[src/rtl/mips_pkg.sv]
// Shared MIPS definitions: load/store opcodes and data-memory port FSM states.
package mips_pkg;

    localparam logic [5:0] OP_LB  = 6'b100000;
    localparam logic [5:0] OP_LH  = 6'b100001;
    localparam logic [5:0] OP_LWL = 6'b100010;
    localparam logic [5:0] OP_LW  = 6'b100011;
    localparam logic [5:0] OP_LBU = 6'b100100;
    localparam logic [5:0] OP_LHU = 6'b100101;
    localparam logic [5:0] OP_LWR = 6'b100110;
    localparam logic [5:0] OP_SB  = 6'b101000;
    localparam logic [5:0] OP_SH  = 6'b101001;
    localparam logic [5:0] OP_SW  = 6'b101011;

    typedef enum logic [1:0] {
        IDLE   = 2'd0,
        ACCESS = 2'd1,
        DONE   = 2'd2
    } mem_state_t;

endpackage

[src/rtl/load_align.sv]
// Load result formatting: lane extraction with sign/zero extension and LWL/LWR merge.
// Purely combinational; unknown opcodes return the full word.
module load_align
    import mips_pkg::*;
(
    input  logic [5:0]  opcode,
    input  logic [1:0]  offset,
    input  logic [31:0] rdata,
    input  logic [31:0] rt_old,
    output logic [31:0] load_data
);

    logic [15:0] lane;
    logic [4:0]  shl_amt;
    logic [4:0]  shr_amt;

    always_comb begin
        lane      = 16'(rdata >> {offset, 3'b000});
        shl_amt   = {~offset, 3'b000};   // 8*(3-k)
        shr_amt   = {offset, 3'b000};
        load_data = rdata;
        case (opcode)
            OP_LB:   load_data = {{24{lane[7]}}, lane[7:0]};
            OP_LBU:  load_data = {24'h0, lane[7:0]};
            OP_LH:   load_data = {{16{lane[15]}}, lane};
            OP_LHU:  load_data = {16'h0, lane};
            OP_LWL:  load_data = (rdata << shl_amt) | (rt_old & ((32'h1 << shl_amt) - 32'h1));
            OP_LWR:  load_data = (rdata >> shr_amt) | (rt_old & ~(32'hFFFF_FFFF >> shr_amt));
            default: load_data = rdata;
        endcase
    end

endmodule

[src/rtl/data_mem_port.sv]
// Load/store responder: one waitrequest bus transaction per load/store, stalling the core.
// Latency 3 cycles minimum, +1 per waitrequest cycle; mem_* outputs held while waitrequest is high.
module data_mem_port
    import mips_pkg::*;
#(
    parameter int ADDR_W = 32,
    parameter int DATA_W = 32
) (
    input  logic              clk,
    input  logic              rst_n,
    input  logic              memread,
    input  logic              memwrite,
    input  logic [5:0]        insop,
    input  logic [ADDR_W-1:0] addr,
    input  logic [DATA_W-1:0] rt_data,
    output logic              stall,
    output logic [DATA_W-1:0] load_data,
    output logic              load_valid,
    output logic              addr_error,
    output logic [ADDR_W-1:0] mem_address,
    output logic              mem_read,
    output logic              mem_write,
    output logic [3:0]        mem_byteenable,
    output logic [DATA_W-1:0] mem_writedata,
    input  logic [DATA_W-1:0] mem_readdata,
    input  logic              mem_waitrequest
);

    mem_state_t        state_q, state_d;
    logic [5:0]        op_d, op_q;
    logic              misaligned;
    logic [3:0]        be_d;
    logic [DATA_W-1:0] wdata_d;
    logic              start;
    logic [1:0]        off_q;
    logic [DATA_W-1:0] rt_q, rdata_q, last_q, align_out;
    logic              is_load_q;

    // Opcode normalisation: memread wins, unknown opcodes become LW/SW.
    always_comb begin
        op_d       = OP_LW;
        misaligned = 1'b0;
        be_d       = 4'b1111;
        wdata_d    = rt_data;
        if (memread) begin
            case (insop)
                OP_LB, OP_LBU, OP_LWL, OP_LWR: op_d = insop;
                OP_LH, OP_LHU: begin
                    op_d       = insop;
                    misaligned = addr[0];
                end
                default: begin
                    op_d       = OP_LW;
                    misaligned = |addr[1:0];
                end
            endcase
        end else begin
            case (insop)
                OP_SB: begin
                    op_d    = OP_SB;
                    be_d    = 4'b0001 << addr[1:0];
                    wdata_d = {4{rt_data[7:0]}};
                end
                OP_SH: begin
                    op_d       = OP_SH;
                    misaligned = addr[0];
                    be_d       = 4'b0011 << addr[1:0];
                    wdata_d    = {2{rt_data[15:0]}};
                end
                default: begin
                    op_d       = OP_SW;
                    misaligned = |addr[1:0];
                end
            endcase
        end
    end

    always_comb begin
        state_d    = state_q;
        stall      = 1'b0;
        start      = 1'b0;
        addr_error = 1'b0;
        case (state_q)
            IDLE: begin
                if ((memread | memwrite) && misaligned) begin
                    addr_error = 1'b1;
                end else if (memread | memwrite) begin
                    stall   = 1'b1;
                    start   = 1'b1;
                    state_d = ACCESS;
                end
            end
            ACCESS: begin
                stall = 1'b1;
                if (!mem_waitrequest) state_d = DONE;
            end
            DONE:    state_d = IDLE;
            default: state_d = IDLE;
        endcase
    end

    always_ff @(posedge clk or negedge rst_n) begin
        if (!rst_n) begin
            state_q        <= IDLE;
            op_q           <= '0;
            off_q          <= '0;
            rt_q           <= '0;
            is_load_q      <= 1'b0;
            rdata_q        <= '0;
            last_q         <= '0;
            mem_address    <= '0;
            mem_read       <= 1'b0;
            mem_write      <= 1'b0;
            mem_byteenable <= '0;
            mem_writedata  <= '0;
        end else begin
            state_q <= state_d;
            if (start) begin
                op_q           <= op_d;
                off_q          <= addr[1:0];
                rt_q           <= rt_data;
                is_load_q      <= memread;
                mem_address    <= {addr[ADDR_W-1:2], 2'b00};
                mem_read       <= memread;
                mem_write      <= ~memread;
                mem_byteenable <= be_d;
                mem_writedata  <= wdata_d;
            end
            if (state_q == ACCESS && !mem_waitrequest) begin
                if (mem_read) rdata_q <= mem_readdata;
                mem_read  <= 1'b0;
                mem_write <= 1'b0;
            end
            if (load_valid) last_q <= align_out;
        end
    end

    load_align u_load_align (
        .opcode    (op_q),
        .offset    (off_q),
        .rdata     (rdata_q),
        .rt_old    (rt_q),
        .load_data (align_out)
    );

    assign load_valid = (state_q == DONE) && is_load_q;
    assign load_data  = load_valid ? align_out : last_q;

endmodule

[config.mk]
export PLATFORM = sky130hd
export DESIGN_NAME = data_mem_port
export DESIGN_NICKNAME = d
export VERILOG_FILES = /design/src/rtl/mips_pkg.sv /design/src/rtl/load_align.sv /design/src/rtl/data_mem_port.sv
export SDC_FILE = /design/constraint.sdc
export NUM_CORES = 1
export LEC_CHECK = 0
export BUFFER_PORTS_ARGS = -buffer_cell sky130_fd_sc_hd__buf_4
export CORE_MARGIN = 2
export CORE_UTILIZATION = 40
export DETAILED_ROUTE_END_ITERATION = 12
export SLEW_MARGIN = 20
export SYNTH_ARGS = -nofsm -noshare
export SYNTH_HDL_FRONTEND = slang
export SYNTH_SLANG_ARGS = --single-unit
export TNS_END_PERCENT = 1
[constraint.sdc]
create_clock -name clk -period 6.85 [get_ports clk]
set_input_delay 0.685 -clock clk [delete_from_list [all_inputs] [get_ports clk]]
set_output_delay 0.685 -clock clk [all_outputs]
set_load 0.05 [all_outputs]
==> metrics.cfg, run 1 <==
[clocking]
clk_pin_slew_ps=70
cts_root_buf=clkbuf_16
ctsHoldBuffers=0
cts_sinks=167
clk_latency_ps=430
htreeDepth=4
tritoncts=done
ctsResizeCount=0
cts_max_path_buffers=2
cts_buffers=17
postCtsSetupBuffers=0

[synth]
ys_types=52
syn_avg_cell_area_um2=11.1
syn-cell-area_um2=8470
synthCells=760
ys.flop_type=dfrtp_1
synth_enable_flop_cells=0
ys_ff_latch=167
ys_seq_area_share_pct=49.3
synth.yosys.warnings=0
ys_async_sr_fraction_pct=100

[floorplanning]
coreArea_um2=20900
die_area_um2=22400
io_pins=212
rows=53
start_util_pct=40.6
fp.dieH_um=150
dieWidth_um=150

[drt]
drc=0
via_count=6580
avgRoutedWirePerCell_um=19.9
drt_iter0_drc=438
wirelength_um=24300
drtPass1Iterations=5
via_per_inst=5.38
ant_nets=0

[power_and_ir_drop]
clockPowerShare_pct=19.5
p_switching_mw=2.28
p_comb_share_pct=46.2
p_int_mw=2.71
powerDensity_nw_per_um2=468
peakVddDrop_mv=0.208
swShare_pct=45.7
pwr-share-seq_pct=34.4
p_leak_nw=4.80

[place]
placed_area_um2=10100
hpwl_um=17700
io_buffer_count=209
place_ws_ps=3170
place.gp.congestion=0.872

[timing]
final_hold_viol_count=0
slew_headroom_pct=29.7
drv_slew=0
setup_slack_ps=2580
clock.fmax_ghz=0.234
skew_ps=15.4
whs_ps=275
post-route-min-period_ps=4270
setup_tns_ps=0
rsz0062_at_grt=false
post-route-period-util_pct=62.4
setup_violations=0
worst_slew_pin_slew_ps=1060

[run_status]
outcome=finished, final reports clean

[final_layout]
stdcell_area_um2=10700
nFillCells=1914
syn2layout_area_growth_pct=26.0
multi_input_area_um2=3890
drive_gt1_share_pct=39.8
n_antenna_cell=0
final_nets=1044
utilization_pct=51.1
seq_area_um2=4180

[setup_path]
r2r_slack_ps=3760
arrival_ps=3590
critPathKind=flip-flop to output port
start_kind=flip-flop
critPathMaxFanout=53
required_ps=6160
end_kind=output port

[grt]
overflow=0
antenna_found_initial=0
grt_util_all_layers_pct=22.5
grt_pass1_wl_um=38200
grt_pass1_vias=6590
grt_max_degree=85

[hold_path]
hold_class=primary input to async pin

[job]
maxCapViolCount=0

==> cells in the final DEF (no fill, tap or decap), types with 5 or more instances in the layout <==
cell type,count
nor2b_1,5
a221oi_1,9
or3_1,9
mux2i_1,69
nor3_1,14
o22ai_1,7
a32o_1,7
o21ai_0,82
a211oi_1,8
clkbuf_16,17
mux2_2,113
o21ai_1,17
inv_1,5
dfrtp_1,165
nor2_1,36
a2bb2oi_1,7
a21oi_1,23
nand2_1,75
buf_4,217
==> layout make-up <==
class | instances | share of cell area [%]
Clock buffer | 18 | 4.11
Sequential cell | 167 | 39.2
Tap cell | 275 | 3.22
Multi-Input combinational cell | 527 | 36.5
Inverter | 5 | 0.176
Timing Repair Buffer | 218 | 15.4
Clock inverter | 14 | 1.50
==> cell usage after synthesis (8+ instances only) <==
library cell / instances / area [µm²]
nor3_1: 15 / 75.1
nor2_1: 36 / 135
clkbuf_1: 17 / 63.8
a221oi_1: 9 / 78.8
mux2i_1: 69 / 691
a211oi_1: 8 / 60.1
dfrtp_1: 167 / 4180
buf_2: 19 / 95.1
buf_4: 14 / 105
nand2_1: 75 / 282
o21ai_1: 17 / 85.1
a21oi_1: 23 / 115
or3_1: 9 / 56.3
buf_6: 11 / 124
mux2_2: 113 / 1270
o21ai_0: 82 / 410
==> metrics by stage <==
step,total power [mW],std cells
floorplan,3.29,761
CTS,5.02,1224
global placement,4.01,1192
detailed placement,4.03,1192
global route,5.26,1224
finish,4.99,1224
==> sequential cells by signal, summed over array words and instances (netlist names) <==
signal,flops
off_q,2
is_load_q,1
mem_read,1
last_q,32
rt_q,24
mem_address,30
op_q,6
mem_byteenable,4
mem_write,1
mem_writedata,32
state_q,2
rdata_q,32
==> final timing paths <==
path,startpoint,endpoint,depth (start not counted)
min in group clk,mem_waitrequest,state_q[1],2
setup / recovery,off_q[1],load_data[15],6
max in group asynchronous,rst_n,off_q[1],2
hold / removal,rst_n,rdata_q[12],1
hold reg to reg,mem_writedata[26],mem_writedata[26],2
setup reg to reg,off_q[1],last_q[15],5
==> routing by layer <==
layer,track usage [%],wire (µm),up-vias
met1,32.0,11100,3243
li1,-,-,3090
met4,6.19,396,0
met2,33.4,11000,221
met5,0,0,-
met3,6.59,1870,26
==> cell families (layout without fill, tap and decap cells) <==
group,after synthesis,after routing,synth area share (%)
flip-flops,167,167,49.3
multiplexers,183,183,23.4
XOR/XNOR,1,1,0.103
adder cells (fa/ha/maj),1,1,0.148
AND/OR/NAND/NOR,170,170,9.80
buffers and inverters,67,255,4.84
other,1,2,0.0443
AO/OA/AOI/OAI,170,170,12.3
==> power by group through the flow <==
stage | clock network (mW) | registers (mW) | logic, mW
after floorplan | 0 | 1.93 | 1.36
after detailed placement | 0 | 1.72 | 2.31
after CTS | 0.993 | 1.71 | 2.32
after global placement | 0 | 1.72 | 2.29
after global routing | 1.04 | 1.76 | 2.46
final | 0.972 | 1.72 | 2.31
==> critical path: stages, from the launching register on <==
cell	delay [ps]
dfrtp_2	1070
mux2_2	450
mux2i_1	300
o211ai_2	240
a2111oi_0	720
a21oi_1	140
buf_4	240
No activity file was read; power rests on OpenSTA's default activity.
==> run 2: changes to the inputs <==
--- a/config.mk
+++ b/config.mk
@@ -9,6 +9,7 @@
 export CORE_MARGIN = 2
 export CORE_UTILIZATION = 40
 export DETAILED_ROUTE_END_ITERATION = 12
+export PLACE_DENSITY = 0.65
 export SLEW_MARGIN = 20
 export SYNTH_ARGS = -nofsm -noshare
 export SYNTH_HDL_FRONTEND = slang
==> constraint.sdc (replaced) <==
create_clock -name clk -period 3.6 [get_ports clk]
set_input_delay 0.36 -clock clk [delete_from_list [all_inputs] [get_ports clk]]
set_output_delay 0.36 -clock clk [all_outputs]
set_load 0.05 [all_outputs]
==> metrics.cfg, run 2 (synthesis gave the netlist of run 1 again) <==
[run_status]
outcome=finished, final reports clean

[setup_path]
cpMaxStageDelayCell=dfrtp_2
r2r_slack_ps=1160
critPathMaxFanout=24
required_ps=3240
crit_family=buffers and inverters
end_kind=output port
cpMostUsedCell=buf_4
r2r_start=off_q[0]
start_kind=flip-flop
critPathLaunch=off_q[0]
arrival_ps=3030
critPathMaxStageDelay_ps=680
r2r_end=last_q[26]
crit_buf_inv=3
r2r_cells=6
critPathKind=flip-flop to output port
crit_chain=buf_4 > buf_4 > mux2_2 > nor2_1 > o21ai_0 > a21oi_1 > buf_4

[final_layout]
nFillCells=1945
mostFrequentLayoutCell=buf_4
syn2layout_area_growth_pct=27.1
utilization_pct=51.5
fin_cells=1234
n_antenna_cell=0
top_regs=last_q: 32 flops, mem_writedata: 32 flops, rdata_q: 32 flops
most-common-layout-cells=buf_4, dfrtp_1, mux2_2
final_nets=1054
drive_gt1_share_pct=40.4

[drt]
drt_iter0_drc=495
wirelength_um=24400
via_count=6653
ant_nets=0
drtPass1Iterations=4
avgRoutedWirePerCell_um=19.8
drc=0
via_per_inst=5.39

[hold_path]
holdPathEnd=state_q[1]
hold_class=primary input to flip-flop
min_path_cells=2
holdCritStartpoint=mem_waitrequest

[timing]
drv_slew=0
setup_violations=0
setup_tns_ps=0
rsz0062_at_grt=false
worst_slew_pin_slew_ps=884
clock.fmax_ghz=0.295
whs_ps=114
setup_slack_ps=214
skew_ps=10.1
post-route-period-util_pct=94.0
slew_headroom_pct=40.6
final_hold_viol_count=0
post-route-min-period_ps=3390

[floorplanning]
io_pins=212
dieWidth_um=150
coreArea_um2=20900
start_util_pct=40.6
fp.dieH_um=150
die_area_um2=22400
rows=53

[place]
hpwl_um=17700
place.gp.congestion=0.879
io_buffer_count=209
dpl.cell_count=1201
place_ws_ps=756

[grt]
grt_pass1_vias=6657
grt_util_all_layers_pct=22.6
antenna_found_initial=0
grt_max_degree=131
overflow=0
grt_pass1_wl_um=38300

[power_and_ir_drop]
peakVddDrop_mv=0.425
p_leak_nw=4.86
powerDensity_nw_per_um2=890

[clocking]
cts_max_path_buffers=2
cts_buffers=17
clk_pin_slew_ps=70
cts_root_buf=clkbuf_16
htreeDepth=4
ctsResizeCount=0
tritoncts=done
cts_sinks=167
clk_latency_ps=440

[job]
maxCapViolCount=0

run 2: changes by cell type in the layout (fill, tap and decap cells not counted), sizes merged:
cell | before | now
clkbuf | 18 | 17
buf | 218 | 227
dlygate4sd3 | 0 | 1
clkinvlp | 2 | 1
inv | 12 | 14
run 2: layout make-up:
cell class              count  area (µm²)  share of cell area, %
flip-flops and latches    167        4180                   38.8
multi-input cells         527        3890                   36.1
repair buffers            228        1730                   16.1
clock buffers              17         425                   3.95
well taps                 275         344                   3.20
clock inverters            15         175                   1.63
inverters                   5        18.8                  0.174
run 2: worst max path at each step:
stage                          endpoint  slack [ps]  cells past startpoint
after floorplan           load_data[10]         300                     10
final                     load_data[26]         210                      7
after global placement    load_data[26]         770                      7
after detailed placement  load_data[26]         760                      7
after global routing      load_data[25]          90                      7
after CTS                 load_data[25]         260                      7
run 2: metal layers:
metal / vias up / routed length (µm) / track usage (%)
li1: 3099 / - / -
met1: 3271 / 11100 / 32.3
met2: 255 / 10800 / 33.3
met3: 28 / 1990 / 6.22
met4: 0 / 493 / 7.14
met5: - / 0 / 0
run 2: through the flow:
step                      power [mW]  cell area (µm²)
after floorplan                 6.26             8480
after global placement          7.67            10200
after detailed placement        7.70            10200
after CTS                       9.62            10800
after global routing            10.1            10800
final                           9.58            10800
run 2: repair_timing:
| action | in CTS | in global routing |
|---|---|---|
| hold buffers | 1 | 0 |
| setup endpoints to repair | 0 | 0 |
| buffers inserted | 0 | 0 |
| endpoints found under the hold margin | 68 | 0 |
run 2: power by group:
group	internal, mW	switching, mW	total, mW	leakage, nW
combinational	1.63	2.82	4.45	2.54
clock	0.996	0.877	1.87	0.294
sequential	2.56	0.701	3.26	2.03
total	5.18	4.40	9.58	4.86
==> run 3: changes to the inputs <==
--- a/config.mk
+++ b/config.mk
@@ -9,6 +9,7 @@
 export CORE_MARGIN = 2
 export CORE_UTILIZATION = 40
 export DETAILED_ROUTE_END_ITERATION = 12
+export GPL_TIMING_DRIVEN = 0
 export PLACE_DENSITY = 0.65
 export SLEW_MARGIN = 20
 export SYNTH_ARGS = -nofsm -noshare
==> metrics.cfg, run 3 (synthesis gave the netlist of run 1 again) <==
[timing]
slew_headroom_pct=40.0
skew_ps=11.7
setup_violations=0
post-route-period-util_pct=96.3
post-route-min-period_ps=3470
clock.fmax_ghz=0.288
drv_slew=0
final_hold_viol_count=0
setup_tns_ps=0
worst_slew_pin_slew_ps=894
whs_ps=107
setup_slack_ps=132

[grt]
grt_pass1_wl_um=40600
grt_pass1_vias=6906
antenna_found_initial=0
grt_util_all_layers_pct=24.0
overflow=0
grt_max_degree=97

[clocking]
htreeDepth=4
cts_buffers=17
clk_latency_ps=440
cts_sinks=167
cts_root_buf=clkbuf_16
tritoncts=done
clk_pin_slew_ps=70
cts_max_path_buffers=2
postCtsSetupBuffers=0

[setup_path]
crit_chain=buf_4 > buf_4 > buf_4 > buf_2 > nand2b_1 > ha_1 > nand2_1 > a21oi_4 > a2111oi_1 > a21oi_1 > buf_4
required_ps=3240
critPathMaxStageDelay_ps=530
cpMostUsedCell=buf_4
critPathMaxFanout=10
arrival_ps=3110
start_kind=flip-flop
end_kind=output port
critPathKind=flip-flop to output port
cpMaxStageDelayCell=a2111oi_1

[final_layout]
multi_input_area_um2=3900
syn2layout_area_growth_pct=30.6
seq_area_um2=4180
most-common-layout-cells=buf_4, dfrtp_1, mux2_2
top_regs=last_q: 32 flops, mem_writedata: 32 flops, rdata_q: 32 flops
n_antenna_cell=0
mostFrequentLayoutCell=buf_4
drive_gt1_share_pct=41.1
nFillCells=1918
final_nets=1098
utilization_pct=53.0

[place]
place.gp.congestion=0.930
place_ws_ps=377
io_buffer_count=208
hpwl_um=19900

[drt]
ant_nets=0
avgRoutedWirePerCell_um=20.7
wirelength_um=26500
drt_iter0_drc=586
drtPass1Iterations=7
via_count=6963
drc=0
via_per_inst=5.45

[floorplanning]
dieWidth_um=150
fp.dieH_um=150
die_area_um2=22400
start_util_pct=40.6
coreArea_um2=20900
io_pins=212
rows=53

[power_and_ir_drop]
peakVddDrop_mv=0.452
p_leak_nw=5.03
p_total_mw=9.81
powerDensity_nw_per_um2=886

[run_status]
outcome=finished, final reports clean

[hold_path]
hold_class=primary input to flip-flop

[job]
maxCapViolCount=0

## run 3: worst paths after layout
kind	startpoint	cells after the start	slack, ps	endpoint
setup reg to reg	off_q[0]	10	1010	last_q[15]
setup / recovery	off_q[0]	11	130	load_data[15]
max in group asynchronous	rst_n	3	2290	last_q[30]
min in group asynchronous	rst_n	2	450	mem_address[24]
hold reg to reg	is_load_q	2	490	is_load_q
hold / removal	mem_waitrequest	2	110	state_q[1]
## run 3: metrics by stage
step                      std cells  cell area (µm²)
after floorplan                 761             8480
after global placement         1244            10400
after detailed placement       1245            10400
after CTS                      1278            11100
after global routing           1278            11100
final                          1278            11100
## run 3: repair_timing
action / in CTS / in global routing
endpoints found under the hold margin: 71 / 0
hold buffers: 1 / 0
pin swaps: 0 / 0
endpoints found under the setup margin: 7 / 13
gates cloned: 0 / 0
gates resized for setup: 1 / 3
## run 3: critical path, delay by kind of cell (launching register included)
| kind | cells | cell delay [ps] |
|---|---|---|
| buffers and inverters | 5 | 1010 |
| AND/OR/NAND/NOR | 2 | 290 |
| adder cells (fa/ha/maj) | 1 | 220 |
| AO/OA/AOI/OAI | 3 | 790 |
| flip-flops | 1 | 360 |
## run 3: cell type report
| type | instances | area share, % |
|---|---|---|
| buffer | 62 | 3.54 |
| clock buffer | 17 | 3.84 |
| clock inverter | 15 | 1.79 |
| inverter | 5 | 0.170 |
| multi-input combinational | 527 | 35.3 |
| sequential | 167 | 37.8 |
| tap | 275 | 3.11 |
| timing repair buffer | 210 | 14.5 |
## run 3: metal layers
metal  up-vias  track usage [%]  part of all wire, %
met4         0             6.38                  2.1
met1      3447             32.9                   44
met3        32             6.65                  8.0
met2       283             37.8                   46
met5         -                0                    0
li1       3201                -                    -
## run 3: report_power, final
part	internal, mW	switching [mW]
clock network	1.01	0.910
logic	1.71	2.98
registers	2.55	0.645
total	5.27	4.53
